$ cat src/rtl/sync_debounce_pkg.sv
// Shared constants for the synchronizer / debounce family.
// Holds the default WIDTH and COUNT values and the counter-width helper,
// so that every block sizing a debounce counter derives it the same way.
package sync_debounce_pkg;

    localparam int DEFAULT_WIDTH = 8;
    localparam int DEFAULT_COUNT = 16;

    // Counter width for a debounce of 'count' samples: max(1, $clog2(count)).
    // A COUNT of 1 or 2 still needs a one-bit counter.
    function automatic int cnt_width(input int count);
        return (count <= 2) ? 1 : $clog2(count);
    endfunction

endpackage

$ cat src/rtl/debounce_bit.sv
// Single-bit debouncer: state bit, qualifying-sample counter and edge pulses.
// Ports:
//   clk, rst_n  - clock, async active-low reset
//   sample_en   - sample qualifier; nothing moves while low
//   in          - synchronized level input
//   out         - debounced level (registered)
//   rise, fall  - one-cycle pulses in the cycle out changes (registered)
//   update      - combinational "out changes on this edge"; feeds the
//                 changed register in the top, never a module output there
module debounce_bit
    import sync_debounce_pkg::*;
#(
    parameter int   COUNT     = DEFAULT_COUNT,
    parameter logic RESET_VAL = 1'b0
) (
    input  logic clk,
    input  logic rst_n,
    input  logic sample_en,
    input  logic in,
    output logic out,
    output logic rise,
    output logic fall,
    output logic update
);

    localparam int            CW   = cnt_width(COUNT);
    localparam logic [CW-1:0] LAST = CW'(COUNT - 1);

    logic [CW-1:0] cnt;
    logic          differ;
    logic          at_last;

    assign differ  = (in != out);
    assign at_last = (cnt == LAST);
    assign update  = sample_en & differ & at_last;

    always_ff @(posedge clk or negedge rst_n) begin
        if (!rst_n) begin
            out  <= RESET_VAL;
            cnt  <= '0;
            rise <= 1'b0;
            fall <= 1'b0;
        end else begin
            rise <= update & in;
            fall <= update & ~in;
            if (sample_en) begin
                // A matching sample discards any partial count; reaching the
                // last count accepts the new level and restarts from zero.
                if (!differ || at_last) begin
                    cnt <= '0;
                end else begin
                    cnt <= cnt + CW'(1);
                end
                if (update) begin
                    out <= in;
                end
            end
        end
    end

endmodule

$ cat src/rtl/sync_debounce.sv
// Multi-bit debouncer for already-synchronized level inputs.
// Each bit is an independent debounce_bit; the top only adds the registered
// 'changed' flag (OR of all rise/fall pulses, aligned with them).
// Ports:
//   clk, rst_n  - clock, async active-low reset
//   sample_en   - sample qualifier (prescaler tick), tie high for every cycle
//   in          - WIDTH synchronized inputs
//   out         - WIDTH debounced levels
//   rise, fall  - WIDTH one-cycle edge pulses
//   changed     - any rise/fall pulse this cycle
module sync_debounce
    import sync_debounce_pkg::*;
#(
    parameter int               WIDTH     = DEFAULT_WIDTH,
    parameter int               COUNT     = DEFAULT_COUNT,
    parameter logic [WIDTH-1:0] RESET_VAL = {WIDTH{1'b0}}
) (
    input  logic             clk,
    input  logic             rst_n,
    input  logic             sample_en,
    input  logic [WIDTH-1:0] in,
    output logic [WIDTH-1:0] out,
    output logic [WIDTH-1:0] rise,
    output logic [WIDTH-1:0] fall,
    output logic             changed
);

    logic [WIDTH-1:0] update;

    for (genvar i = 0; i < WIDTH; i++) begin : g_bit
        debounce_bit #(
            .COUNT     (COUNT),
            .RESET_VAL (RESET_VAL[i])
        ) u_bit (
            .clk       (clk),
            .rst_n     (rst_n),
            .sample_en (sample_en),
            .in        (in[i]),
            .out       (out[i]),
            .rise      (rise[i]),
            .fall      (fall[i]),
            .update    (update[i])
        );
    end

    // Registered from the per-bit update strobes so it lands in the same
    // cycle as the rise/fall pulses without a combinational path.
    always_ff @(posedge clk or negedge rst_n) begin
        if (!rst_n) begin
            changed <= 1'b0;
        end else begin
            changed <= |update;
        end
    end

endmodule

$ cat config.mk
export PLATFORM = sky130hd
export DESIGN_NAME = sync_debounce
export DESIGN_NICKNAME = d
export VERILOG_FILES = /design/src/rtl/sync_debounce_pkg.sv /design/src/rtl/debounce_bit.sv /design/src/rtl/sync_debounce.sv
export SDC_FILE = /design/constraint.sdc
export NUM_CORES = 1
export LEC_CHECK = 0
export ABC_AREA = 1
export CAP_MARGIN = 5
export CORE_ASPECT_RATIO = 1.25
export CORE_MARGIN = 5
export CORE_UTILIZATION = 45
export CTS_BUF_LIST = sky130_fd_sc_hd__clkbuf_8 sky130_fd_sc_hd__clkbuf_16
export CTS_CLUSTER_SIZE = 14
export DETAILED_ROUTE_END_ITERATION = 10
export PLACE_DENSITY = 0.72
export SKIP_LAST_GASP = 1
export SYNTH_ARGS = -nofsm -noshare
export SYNTH_HDL_FRONTEND = slang
export SYNTH_SLANG_ARGS = --single-unit
$ cat constraint.sdc
create_clock -name clk -period 1.22 [get_ports clk]
set_input_delay 0.244 -clock clk [delete_from_list [all_inputs] [get_ports clk]]
set_output_delay 0.244 -clock clk [all_outputs]
set_load 0.01 [all_outputs]
==> results.sh <==
export IMPL_drv_cap=0
export IMPL_grt_busiest_layer="met2"
export IMPL_io_buffers=35
export IMPL_status="complete, no violations"
export IMPL_yosys_warnings=0
export IMPL_clk_pin_slew_ns=0.06
export IMPL_antenna_found_initial=0
export IMPL_synth_top_cell_area_share=0.4980
export IMPL_die_area_mm2=0.008070
export IMPL_dp_hpwl_um=3713
export IMPL_p_clk_frac=0.357
export IMPL_synth_top_area_cell="dfrtp_1"
export IMPL_coreArea_mm2=0.006166
export IMPL_track_usage=0.1489
export IMPL_place_congestion=0.7494
export IMPL_syn_num_nets=364
export IMPL_critPathMaxStageDelay_ns=0.38
export IMPL_fmax_mhz=842.2
export IMPL_synth_area_leaders="dfrtp_1 50%, nand2_1 12%, inv_1 8.9%"
export IMPL_setup_viol=0
export IMPL_async_reset_ff_frac=1.000
export IMPL_cts_sinks=57
export IMPL_diodes=0
export IMPL_drt_antenna_violating_nets=0
export IMPL_chipHeight_um=99.20
export IMPL_synth_cell_area_mm2=0.002864
export IMPL_die_x_um=81.36
export IMPL_seqPwrFrac=0.431
export IMPL_cp_top_family="flip-flops"
export IMPL_leakage_nw=2.054
export IMPL_cp_cell_sequence="clkdlybuf4s15_1"
export IMPL_nNetsFinal=430
export IMPL_drtIter0Drc=107
export IMPL_num_io_pins=36
export IMPL_met1_usage=0.1610
export IMPL_cts_root_buf="clkbuf_8"
export IMPL_vias_per_cell=4.569
export IMPL_critical_path_slowest_cell="dfrtp_1"
export IMPL_clockBufferDepth=2
export IMPL_critPathKind="reg2out"
export IMPL_wire_per_inst_um=11.76
export IMPL_crit_required_ns=0.98
export IMPL_finClkSkew_ns=0.008505
export IMPL_finalMaxSlewViolations=0
export IMPL_hold_class="in2async"
export IMPL_place_ws_ns=-0.3228
export IMPL_htreeDepth=3
export IMPL_cts_made_buffers=9
export IMPL_synth_edf_count=0
export IMPL_vdd_drop_max_uv=825.3
export IMPL_drive_gt1_frac=0.2788
export IMPL_grt_first_pass_wirelength_um=9466
export IMPL_ys_ff_latch=57
export IMPL_yosysMostFrequentCell="nand2_1"
export IMPL_synthCells=345
export IMPL_synth_common_cells="89 x nand2_1, 68 x inv_1, 57 x dfrtp_1"
export IMPL_p_sw_mw=1.448
export IMPL_slew_headroom=0.7932
export IMPL_setup_ws_ns=0.03266
export IMPL_start_util=0.4645
export IMPL_grt_pass1_vias=2327
export IMPL_critPathBufInv=1
export IMPL_syn_avg_cell_area_um2=8.301
export IMPL_switching_share=0.2726
export IMPL_cp_max_fo=2
export IMPL_final_util=0.6205
export IMPL_power_internal_mw=3.865
export IMPL_dr_pass1_iters=4
export IMPL_grt_max_degree=58
export IMPL_startpoint_type="register"
export IMPL_seq_area_frac_synth=0.4980
export IMPL_gr_total_overflow=0
export IMPL_areaGrowthSynthToFinish_pct=33.60
export IMPL_worst_ep_arrival_time_ns=0.94
export IMPL_wl_um=5894
export IMPL_pwr_share_comb=0.212
export IMPL_insertion_delay_ns=0.34
export IMPL_endpoint_kind="output pin"
export IMPL_power_density_mw_per_mm2=1389
export IMPL_met2_usage=0.2647
export IMPL_vias=2289
export IMPL_post_route_min_period_ns=1.187
export IMPL_cts_tree="done"
export IMPL_tightest_slew_ns=0.3102
export IMPL_hold_viol=0
export IMPL_drc=0
export IMPL_power_mw=5.313
export IMPL_met3_usage=0.04982
export IMPL_grt_setup_unrepaired="true"
export IMPL_placementRows=32
export IMPL_synth_ff_type="dfrtp_1"
export IMPL_ys_types=17
export IMPL_fin_crit_sh=0.9732
[worst paths after layout]
| path | start | end | slack, ns | cells past startpoint |
|---|---|---|---|---|
| hold / removal | rst_n | g_bit[1].u_bit.out | 0.43 | 3 |
| setup reg to reg | g_bit[3].u_bit.out | g_bit[3].u_bit.cnt[1] | 0.05 | 8 |
| setup / recovery | g_bit[3].u_bit.out | out[3] | 0.03 | 1 |
| hold reg to reg | g_bit[4].u_bit.cnt[0] | g_bit[4].u_bit.cnt[0] | 0.56 | 1 |
| min in group clk | sample_en | g_bit[2].u_bit.cnt[3] | 0.44 | 3 |
| max in group asynchronous | rst_n | g_bit[7].u_bit.out | 0.53 | 3 |
[state kept, by name, indices dropped and copies added, names as in the netlist]
| register | count |
|---|---|
| g_bit.u_bit.rise | 8 |
| changed | 1 |
| g_bit.u_bit.cnt | 32 |
| g_bit.u_bit.fall | 8 |
| g_bit.u_bit.out | 8 |
[kinds of logic after synthesis]
kind of cell,count (synthesis),synth area share
simple gates,126,0.1721
flops,57,0.4980
buf+inv,98,0.1660
compound gates,40,0.07995
fa+ha+maj,8,0.03495
xor+xnor,16,0.04893
[power by group through the flow]
stage / logic (mW) / registers [mW] / clock network (mW)
3_3_place_gp: 0.898 / 2.29 / 0
5_1_grt: 1.27 / 2.31 / 2.02
6_report: 1.13 / 2.29 / 1.90
3_5_place_dp: 0.938 / 2.31 / 0
4_1_cts: 1.00 / 2.27 / 1.93
2_1_floorplan: 0.506 / 2.29 / 0
[cells in the final DEF, fill, tap and decap left out, types with 2 or more instances in the layout]
cell type	netlist	layout
clkbuf_2	0	6
nor2_1	21	15
o22ai_1	7	7
a21oi_2	0	2
clkinv_2	0	3
buf_12	0	2
inv_1	68	64
nor2_2	0	5
bufinv_16	0	2
buf_2	2	4
o21ai_1	1	3
o21a_1	8	8
nand2_2	0	9
dfrtp_1	57	57
clkbuf_8	0	9
clkdlybuf4s15_1	0	16
o21ai_0	16	14
nand2_1	89	80
nand3_1	16	3
buf_4	26	44
inv_2	1	6
a21oi_1	8	6
xor2_1	8	8
nand3_2	0	13
ha_2	0	6
xnor2_1	8	8
clkdlybuf4s50_1	0	8
[area by class of cell]
class | count | area [µm²]
Clock buffer | 9 | 123.9
Clock inverter | 7 | 86.33
Fill cell | 535 | 2340
Inverter | 69 | 259.0
Multi-Input combinational cell | 190 | 1105
Sequential cell | 57 | 1426
Tap cell | 85 | 106.4
Timing Repair Buffer | 84 | 719.4
[metal layers]
| layer | part of all wire | vias up | wire (µm) |
|---|---|---|---|
| met3 | 0.038 | 10 | 224 |
| met4 | 0.015 | 0 | 88 |
| li1 | - | 1156 | - |
| met5 | 0 | - | 0 |
| met1 | 0.40 | 1094 | 2380 |
| met2 | 0.54 | 29 | 3201 |
[what timing repair did]
action                                 4_1_cts  5_1_grt
buffers inserted                             7        7
setup endpoints to repair                   29       47
endpoints found under the hold margin       57        0
pin swaps                                    0       13
gates resized for setup                     52       58
cloned                                       0        1
hold buffers                                 1        0
[per-stage QoR]
step	hold WS [ns]	setup TNS, ns	instance area, µm²	instances
detailed placement	0.2718	-11.77	3372	469
global route	0.4669	-0.1851	3826	501
floorplan	-0.05159	0	2864	345
CTS	0.4436	-0.07520	3654	493
global placement	0.2683	-10.47	3372	469
finish	0.4327	0	3826	501
No activity file was read; power rests on OpenSTA's default activity.
